<file path="config.mk">
export PLATFORM = sky130hd
export DESIGN_NAME = traffic_timebase
export DESIGN_NICKNAME = d
export VERILOG_FILES = /design/src/rtl/traffic_pkg.sv /design/src/rtl/sync_debounce.sv /design/src/rtl/traffic_timebase.sv
export SDC_FILE = /design/constraint.sdc
export NUM_CORES = 1
export LEC_CHECK = 0
export CAP_MARGIN = 20
export CORE_MARGIN = 2
export CORE_UTILIZATION = 50
export DETAILED_ROUTE_END_ITERATION = 6
export MAX_ROUTING_LAYER = met4
export PLACE_DENSITY_LB_ADDON = 0.1
export SLEW_MARGIN = 15
export SYNTH_ARGS = -nofsm -noshare
export SYNTH_HDL_FRONTEND = slang
export SYNTH_HIERARCHICAL = 1
export SYNTH_SLANG_ARGS = --single-unit
</file>
<file path="constraint.sdc">
create_clock -name clk -period 3.1 [get_ports clk]
set_input_delay 0.62 -clock clk [delete_from_list [all_inputs] [get_ports clk]]
set_output_delay 0.62 -clock clk [all_outputs]
set_load 0.02 [all_outputs]
</file>
<file path="src/rtl/traffic_pkg.sv">
// Shared constants for the traffic-light slice: board timing defaults and the
// 6-bit light encoding exchanged with the controller.
package traffic_pkg;

    localparam int CLK_HZ  = 100_000_000;
    localparam int TICK_HZ = 3;
    localparam int DB_CYC  = 1_000_000;

    // One lamp group per direction, {red, yellow, green}; NS in [5:3], EW in [2:0].
    typedef enum logic [2:0] {
        LAMP_OFF = 3'b000,
        LAMP_GRN = 3'b001,
        LAMP_YEL = 3'b010,
        LAMP_RED = 3'b100
    } lamp_e;

    typedef logic [5:0] light_t;

    localparam light_t LIGHT_ALL_RED = 6'b100_100;
    localparam light_t LIGHT_NS_GO   = 6'b001_100;
    localparam light_t LIGHT_NS_WARN = 6'b010_100;
    localparam light_t LIGHT_EW_GO   = 6'b100_001;
    localparam light_t LIGHT_EW_WARN = 6'b100_010;
    localparam light_t LIGHT_DARK    = 6'b000_000;

    function automatic light_t make_light(input lamp_e ns, input lamp_e ew);
        return {ns, ew};
    endfunction

    function automatic int calc_div(input int clk_hz, input int tick_hz);
        return clk_hz / tick_hz;
    endfunction

endpackage

</file>
<file path="src/rtl/sync_debounce.sv">
// Two-flop synchroniser followed by a qualification counter: the debounced
// level only follows the input after DB_CYC consecutive disagreeing cycles.
module sync_debounce #(
    parameter int DB_CYC = traffic_pkg::DB_CYC
) (
    input  logic clk,
    input  logic clr_n,
    input  logic btn_raw,
    output logic btn_db
);
    import traffic_pkg::*;

    localparam int DBW = $clog2(DB_CYC + 1);
    localparam logic [DBW-1:0] DB_LAST = DBW'(DB_CYC - 1);

    generate
        if (DB_CYC < 1) begin : g_db_check
            $error("sync_debounce: DB_CYC must be at least 1");
        end
    endgenerate

    logic           r_sync1;
    logic           r_sync2;
    logic [DBW-1:0] r_dbc;
    logic           r_db;

    always_ff @(posedge clk or negedge clr_n) begin
        if (!clr_n) begin
            r_sync1 <= 1'b0;
            r_sync2 <= 1'b0;
        end else begin
            r_sync1 <= btn_raw;
            r_sync2 <= r_sync1;
        end
    end

    // Any cycle where the synchronised input agrees with the output restarts qualification.
    always_ff @(posedge clk or negedge clr_n) begin
        if (!clr_n) begin
            r_dbc <= '0;
            r_db  <= 1'b0;
        end else if (r_sync2 == r_db) begin
            r_dbc <= '0;
        end else if (r_dbc == DB_LAST) begin
            r_dbc <= '0;
            r_db  <= r_sync2;
        end else begin
            r_dbc <= r_dbc + DBW'(1);
        end
    end

    assign btn_db = r_db;

endmodule

</file>
<file path="src/rtl/traffic_timebase.sv">
// Timebase front end for the traffic-light controller: step tick, blink phase
// and a sticky pedestrian request built from the debounced button.
module traffic_timebase #(
    parameter int CLK_HZ  = traffic_pkg::CLK_HZ,
    parameter int TICK_HZ = traffic_pkg::TICK_HZ,
    parameter int DB_CYC  = traffic_pkg::DB_CYC
) (
    input  logic clk,
    input  logic clr_n,
    input  logic en,
    input  logic btn_raw,
    input  logic req_ack,
    output logic tick,
    output logic blink,
    output logic btn_db,
    output logic ped_req
);
    import traffic_pkg::*;

    localparam int DIV = calc_div(CLK_HZ, TICK_HZ);
    localparam int CW  = (DIV > 1) ? $clog2(DIV) : 1;
    localparam logic [CW-1:0] CNT_LAST = CW'(DIV - 1);

    generate
        if (DIV < 2) begin : g_div_check
            $error("traffic_timebase: CLK_HZ/TICK_HZ must be at least 2");
        end
    endgenerate

    logic [CW-1:0] r_cnt;
    logic          r_tick;
    logic          r_blink;
    logic          r_db_q;
    logic          r_ped_req;
    logic          w_btn_db;
    logic          w_db_rise;

    // Pausing freezes the count so a resumed period is not shortened or restarted.
    always_ff @(posedge clk or negedge clr_n) begin
        if (!clr_n) begin
            r_cnt   <= '0;
            r_tick  <= 1'b0;
            r_blink <= 1'b0;
        end else if (en && r_cnt == CNT_LAST) begin
            r_cnt   <= '0;
            r_tick  <= 1'b1;
            r_blink <= ~r_blink;
        end else begin
            r_tick <= 1'b0;
            if (en) begin
                r_cnt <= r_cnt + CW'(1);
            end
        end
    end

    sync_debounce #(
        .DB_CYC (DB_CYC)
    ) u_sync_debounce (
        .clk     (clk),
        .clr_n   (clr_n),
        .btn_raw (btn_raw),
        .btn_db  (w_btn_db)
    );

    assign w_db_rise = w_btn_db & ~r_db_q;

    // A new press wins over a simultaneous acknowledge so no request is dropped.
    always_ff @(posedge clk or negedge clr_n) begin
        if (!clr_n) begin
            r_db_q    <= 1'b0;
            r_ped_req <= 1'b0;
        end else begin
            r_db_q <= w_btn_db;
            if (w_db_rise) begin
                r_ped_req <= 1'b1;
            end else if (req_ack) begin
                r_ped_req <= 1'b0;
            end
        end
    end

    assign tick    = r_tick;
    assign blink   = r_blink;
    assign btn_db  = w_btn_db;
    assign ped_req = r_ped_req;

endmodule

</file>
# Word level (Yosys, flattened, before mapping)
# Index checks and enable logic that the tools add are counted.
[totals] mem_bits_ro=0 memories=0 output_inout_bits=4 regBits=52 word_cells=29 latchBits=0 ramBits=0 inputBits=5
[op_classes] n_reduce_logical=4 n_eq_ne=3 n_lt_le_gt_ge=0 n_bitwise=4 n_mul=0 muxes=7 div_mod_pow=0 n_shift=0 n_addsub=2
[op_table] op="$mux W25" count=2
[op_table] op="$mux W20" count=2
[op_table] op="$add A25 B1 Y25 const B" count=1
[op_table] op="$eq A25 B25 Y1 const B" count=1
[op_table] op="$add A20 B1 Y20 const B" count=1
[op_table] op="$eq A20 B20 Y1 const B" count=1
[op_table] op="$reduce_bool A2 Y1" count=2
[op_table] op="$mux W1" count=3
[op_table] op="$not A1 Y1" count=3
[op_table] op="$reduce_and A2 Y1" count=1
[op_table] op="$and A1 B1 Y1" count=1
[op_table] op="$eq A1 B1 Y1" count=1
[op_table] op="$logic_and A1 B1 Y1" count=1

# Depth between registers and ports, before layout
[depth] word_depth=3 ltp_mapped=8 ltp_nobuf=7

# Cells and area by module
# The synthesis kept the hierarchy.
[by_module_without_submodules] module="traffic_timebase" seq_area_each_um2=725.7 area_per_inst_um2=1366.3 n_inst=1 cells_each=123
[by_module_without_submodules] module="sync_debounce" seq_area_each_um2=575.6 area_per_inst_um2=1114.8 n_inst=1 cells_each=108

# Worst setup path before layout
# No wires, ideal clock.
[synth_path] path_kind="in2reg" start="input port en" end="register r_cnt[24]" n_path_buf=1 setup_ns=0.129 arrival_ns=1.747 stages=6 t_required_ns=2.971 setup_slack_ns=1.224 cell_sequence="buf_4 -> nand4_1 -> nor4b_2 -> nand2_1 -> o211ai_1 -> o31ai_1"
[synth_via] elab_chain_cells=2 word_cells_on_any_way=3 cone_classes="1 x mux; 2 x reduce/logical"
[synth_lines] element="start: declaration" line_no="traffic_timebase.sv:10" text="input logic en,"
[synth_lines] element="$logic_and A1 B1 Y1" line_no="traffic_timebase.sv:44" text="end else if (en && r_cnt == CNT_LAST) begin"
[synth_lines] element="$mux W25 or $reduce_bool A2 Y1 (tied branches)"
[synth_lines] element="end signal: assignment" line_no="traffic_timebase.sv:51" text="r_cnt <= r_cnt + CW'(1);"
[synth_lines] element="end: declaration" line_no="traffic_timebase.sv:30" text="logic [CW-1:0] r_cnt;"
# Several ways; a longest one is shown, not always the timed one.
# A chain may end at the register's enable or synchronous reset.

# Final worst setup path
# Same ends and word-level chain as after synthesis.

==> results.py <==
metrics = {
    "sta": {
        "worst_pin_slew_ns": 0.744,
        "hold_violations": 0,
        "post-route-period-util_pct": 74.1,
        "setup-tns-final_ns": 0,
        "slew_headroom_pct": 50.4,
        "drv_slew": 0,
        "period_minus_slack_ns": 2.30,
        "fin_worst_skew_ns": 0.00523,
        "rsz0062_at_grt": "no",
        "setup_viol_count_final": 0,
        "fmax_ghz": 0.435,
    },
    "grt": {
        "antenna_found_initial": 0,
        "gr-usage-met2_pct": 24.0,
        "grtUsageMet3_pct": 4.07,
        "gr-usage-met1_pct": 27.8,
        "grt_usage_pct": 18.2,
        "grt_pass1_vias": 1550,
        "gr-max-usage-layer": "met1",
        "grt_overflow": 0,
        "grt_max_degree": 38,
        "grt_pass1_wl_microns": 7440,
    },
    "worst_hold_path": {
        "holdCritPathClass": "input pin to async pin",
    },
    "cts": {
        "clock-sinks": 52,
        "cts_hold_buf": 0,
        "clk_latency_ns": 0.30,
        "cts_resized": 0,
        "clk_pin_slew_ns": 0.09,
        "numCtsBuffers": 5,
        "tritoncts": "built",
        "clockBufferDepth": 2,
        "htreeDepth": 2,
        "cts_setup_buffers": 0,
        "ctsRootBufferMaster": "clkbuf_8",
    },
    "pwr": {
        "power_density_nw_per_um2": 507,
        "power_mw": 1.40,
        "peakVddDrop_v": 0.000279,
        "power.leakage_nw": 1.18,
    },
    "final_layout": {
        "final_common_cell": "dfrtp_1",
        "syn_to_final_growth_pct": 11.1,
        "diodes": 0,
        "final_cells": 312,
        "n_fill_cell": 421,
        "final_cell_mix": "dfrtp_1, nor2_1, xnor2_1",
        "final_area_sq_um": 2760,
        "final_util_pct": 58.0,
        "fin_nets": 252,
        "drive_above_1_share_pct": 8.98,
    },
    "placement": {
        "placed_area_sq_um": 2630,
        "dp.cells": 304,
        "gp_congestion": 0.743,
        "dp_hpwl_microns": 2880,
        "port-buffer-count": 8,
    },
    "worst_setup_path": {
        "critPathCaptureType": "flip-flop",
        "critPathKind": "input pin to flip-flop",
        "arrival_ns": 2.49,
        "critPathLaunchType": "input pin",
        "worst_r2r_startpoint": "r_cnt[16]",
        "critPathRequiredTime_ns": 3.29,
        "crit_start": "en",
        "path_max_fanout": 8,
        "rrSetupSlack_ns": 1.09,
    },
    "yosys": {
        "synth_top_area_share_pct": 52.4,
        "synth-main-ff-cell": "dfrtp_1",
        "async_flop_share_pct": 100,
        "postSynthAreaPerCell_sq_um": 10.7,
        "syn_inst": 231,
        "netlist_top_cells_area": "dfrtp_1, xnor2_1, nor2_1",
        "synth_cell_types": 40,
        "ys_seq_elements": 52,
        "yosys_warnings": 6,
        "synth_top_area_cell": "dfrtp_1",
        "seq_area_frac_synth_pct": 52.4,
        "synth-edff-count": 0,
        "synth_area_sq_um": 2480,
        "syn-num-nets": 239,
    },
    "route": {
        "postRouteAntennaNets": 0,
        "drc": 0,
        "vias": 1649,
        "drt_iter0_drc": 73,
        "wl_per_cell_microns": 13.4,
        "avgViaCountPerCell": 5.29,
        "wl_microns": 4180,
        "dr.pass1.iters": 4,
    },
    "die": {
        "dieHeight_microns": 74.4,
        "dieWidth_microns": 74.4,
        "io_pins": 9,
        "fp-row-count": 25,
        "initial_core_util_pct": 52.2,
        "dieArea_sq_um": 5540,
        "core_area_sq_um": 4750,
    },
    "job": {
        "maxCapViolCount": 0,
    },
    "run_status": {
        "status": "complete, no violations",
    },
}
## power by group
| group | internal, mW | switching [mW] | total, mW | leakage [nW] |
|---|---|---|---|---|
| clock network | 0.285 | 0.215 | 0.500 | 0.0645 |
| logic | 0.0467 | 0.0644 | 0.111 | 0.410 |
| registers | 0.720 | 0.0659 | 0.786 | 0.707 |
## synthesized netlist by cell type, types with 2 or more instances
| library cell | number |
|---|---|
| nor4b_1 | 3 |
| xnor2_1 | 22 |
| and3_1 | 4 |
| o21ai_0 | 2 |
| nor2_1 | 28 |
| nand2_1 | 16 |
| o21ai_1 | 4 |
| nor4_1 | 5 |
| buf_2 | 2 |
| dfrtp_1 | 52 |
| nand4_1 | 12 |
| inv_1 | 10 |
| nand4_4 | 2 |
| o31ai_1 | 2 |
| or3_1 | 2 |
| or4_1 | 2 |
| a21oi_1 | 2 |
| nor3_1 | 6 |
| and4_1 | 4 |
| xor2_1 | 12 |
| ha_1 | 3 |
| mux2i_1 | 4 |
| nand3_1 | 15 |
## worst paths after layout
| kind | cells past startpoint | endpoint |
|---|---|---|
| setup / recovery | 6 | r_cnt[24] |
| hold / removal | 1 | r_cnt[22] |
| setup reg to reg | 5 | r_cnt[6] |
| hold reg to reg | 0 | u_sync_debounce/r_sync2 |
| max in group asynchronous | 2 | u_sync_debounce/r_dbc[3] |
| min in group clk | 0 | u_sync_debounce/r_sync2 |
## cell type report
type / count / area, sq um / area share (%)
clock buffer: 7 / 96.3 / 3.50
clock inverter: 1 / 30.0 / 1.09
inverter: 11 / 41.3 / 1.50
multi-input combinational: 165 / 1120 / 40.7
sequential: 52 / 1300 / 47.2
tap: 67 / 83.8 / 3.04
timing repair buffer: 9 / 82.6 / 3.00
## flip-flops by register name, summed over array words and instances, names as in the netlist
| register | cells |
|---|---|
| blink | 1 |
| ped_req | 1 |
| r_cnt | 25 |
| r_db_q | 1 |
| tick | 1 |
| u_sync_debounce/btn_db | 1 |
| u_sync_debounce/r_dbc | 20 |
| u_sync_debounce/r_sync1 | 1 |
| u_sync_debounce/r_sync2 | 1 |
## through the flow
step	hold WS, ns	worst slack [ns]
3_5_place_dp	0.338	0.506
3_3_place_gp	0.333	0.572
6_report	0.219	0.804
4_1_cts	0.225	0.844
2_1_floorplan	0.324	1.22
5_1_grt	0.230	0.627
## critical path, stage by stage
cell             delay (ns)
clkdlybuf4s50_1        0.62
nand4_1                0.30
nor4b_2                0.44
nand2_1                0.21
o211ai_1               0.20
o31ai_1                0.09
## logic make-up (layout without fill, tap and decap cells)
logic type,after synthesis,after routing,synth area share [%]
fa+ha+maj,3,3,1.51
simple gates,109,109,26.0
flops,52,52,52.4
compound gates,14,14,3.63
xor+xnor,34,34,12.0
mux,5,5,2.07
buf+inv,14,28,2.37
## routing by layer
| metal | wire length, microns | vias to the layer above | part of all wire, % |
|---|---|---|---|
| met5 | 0 | - | 0 |
| met4 | 57 | 0 | 1.4 |
| met3 | 100 | 6 | 2.4 |
| met2 | 1660 | 14 | 40 |
| met1 | 2370 | 795 | 57 |
| li1 | - | 834 | - |
(Power assumes the default switching activity.)
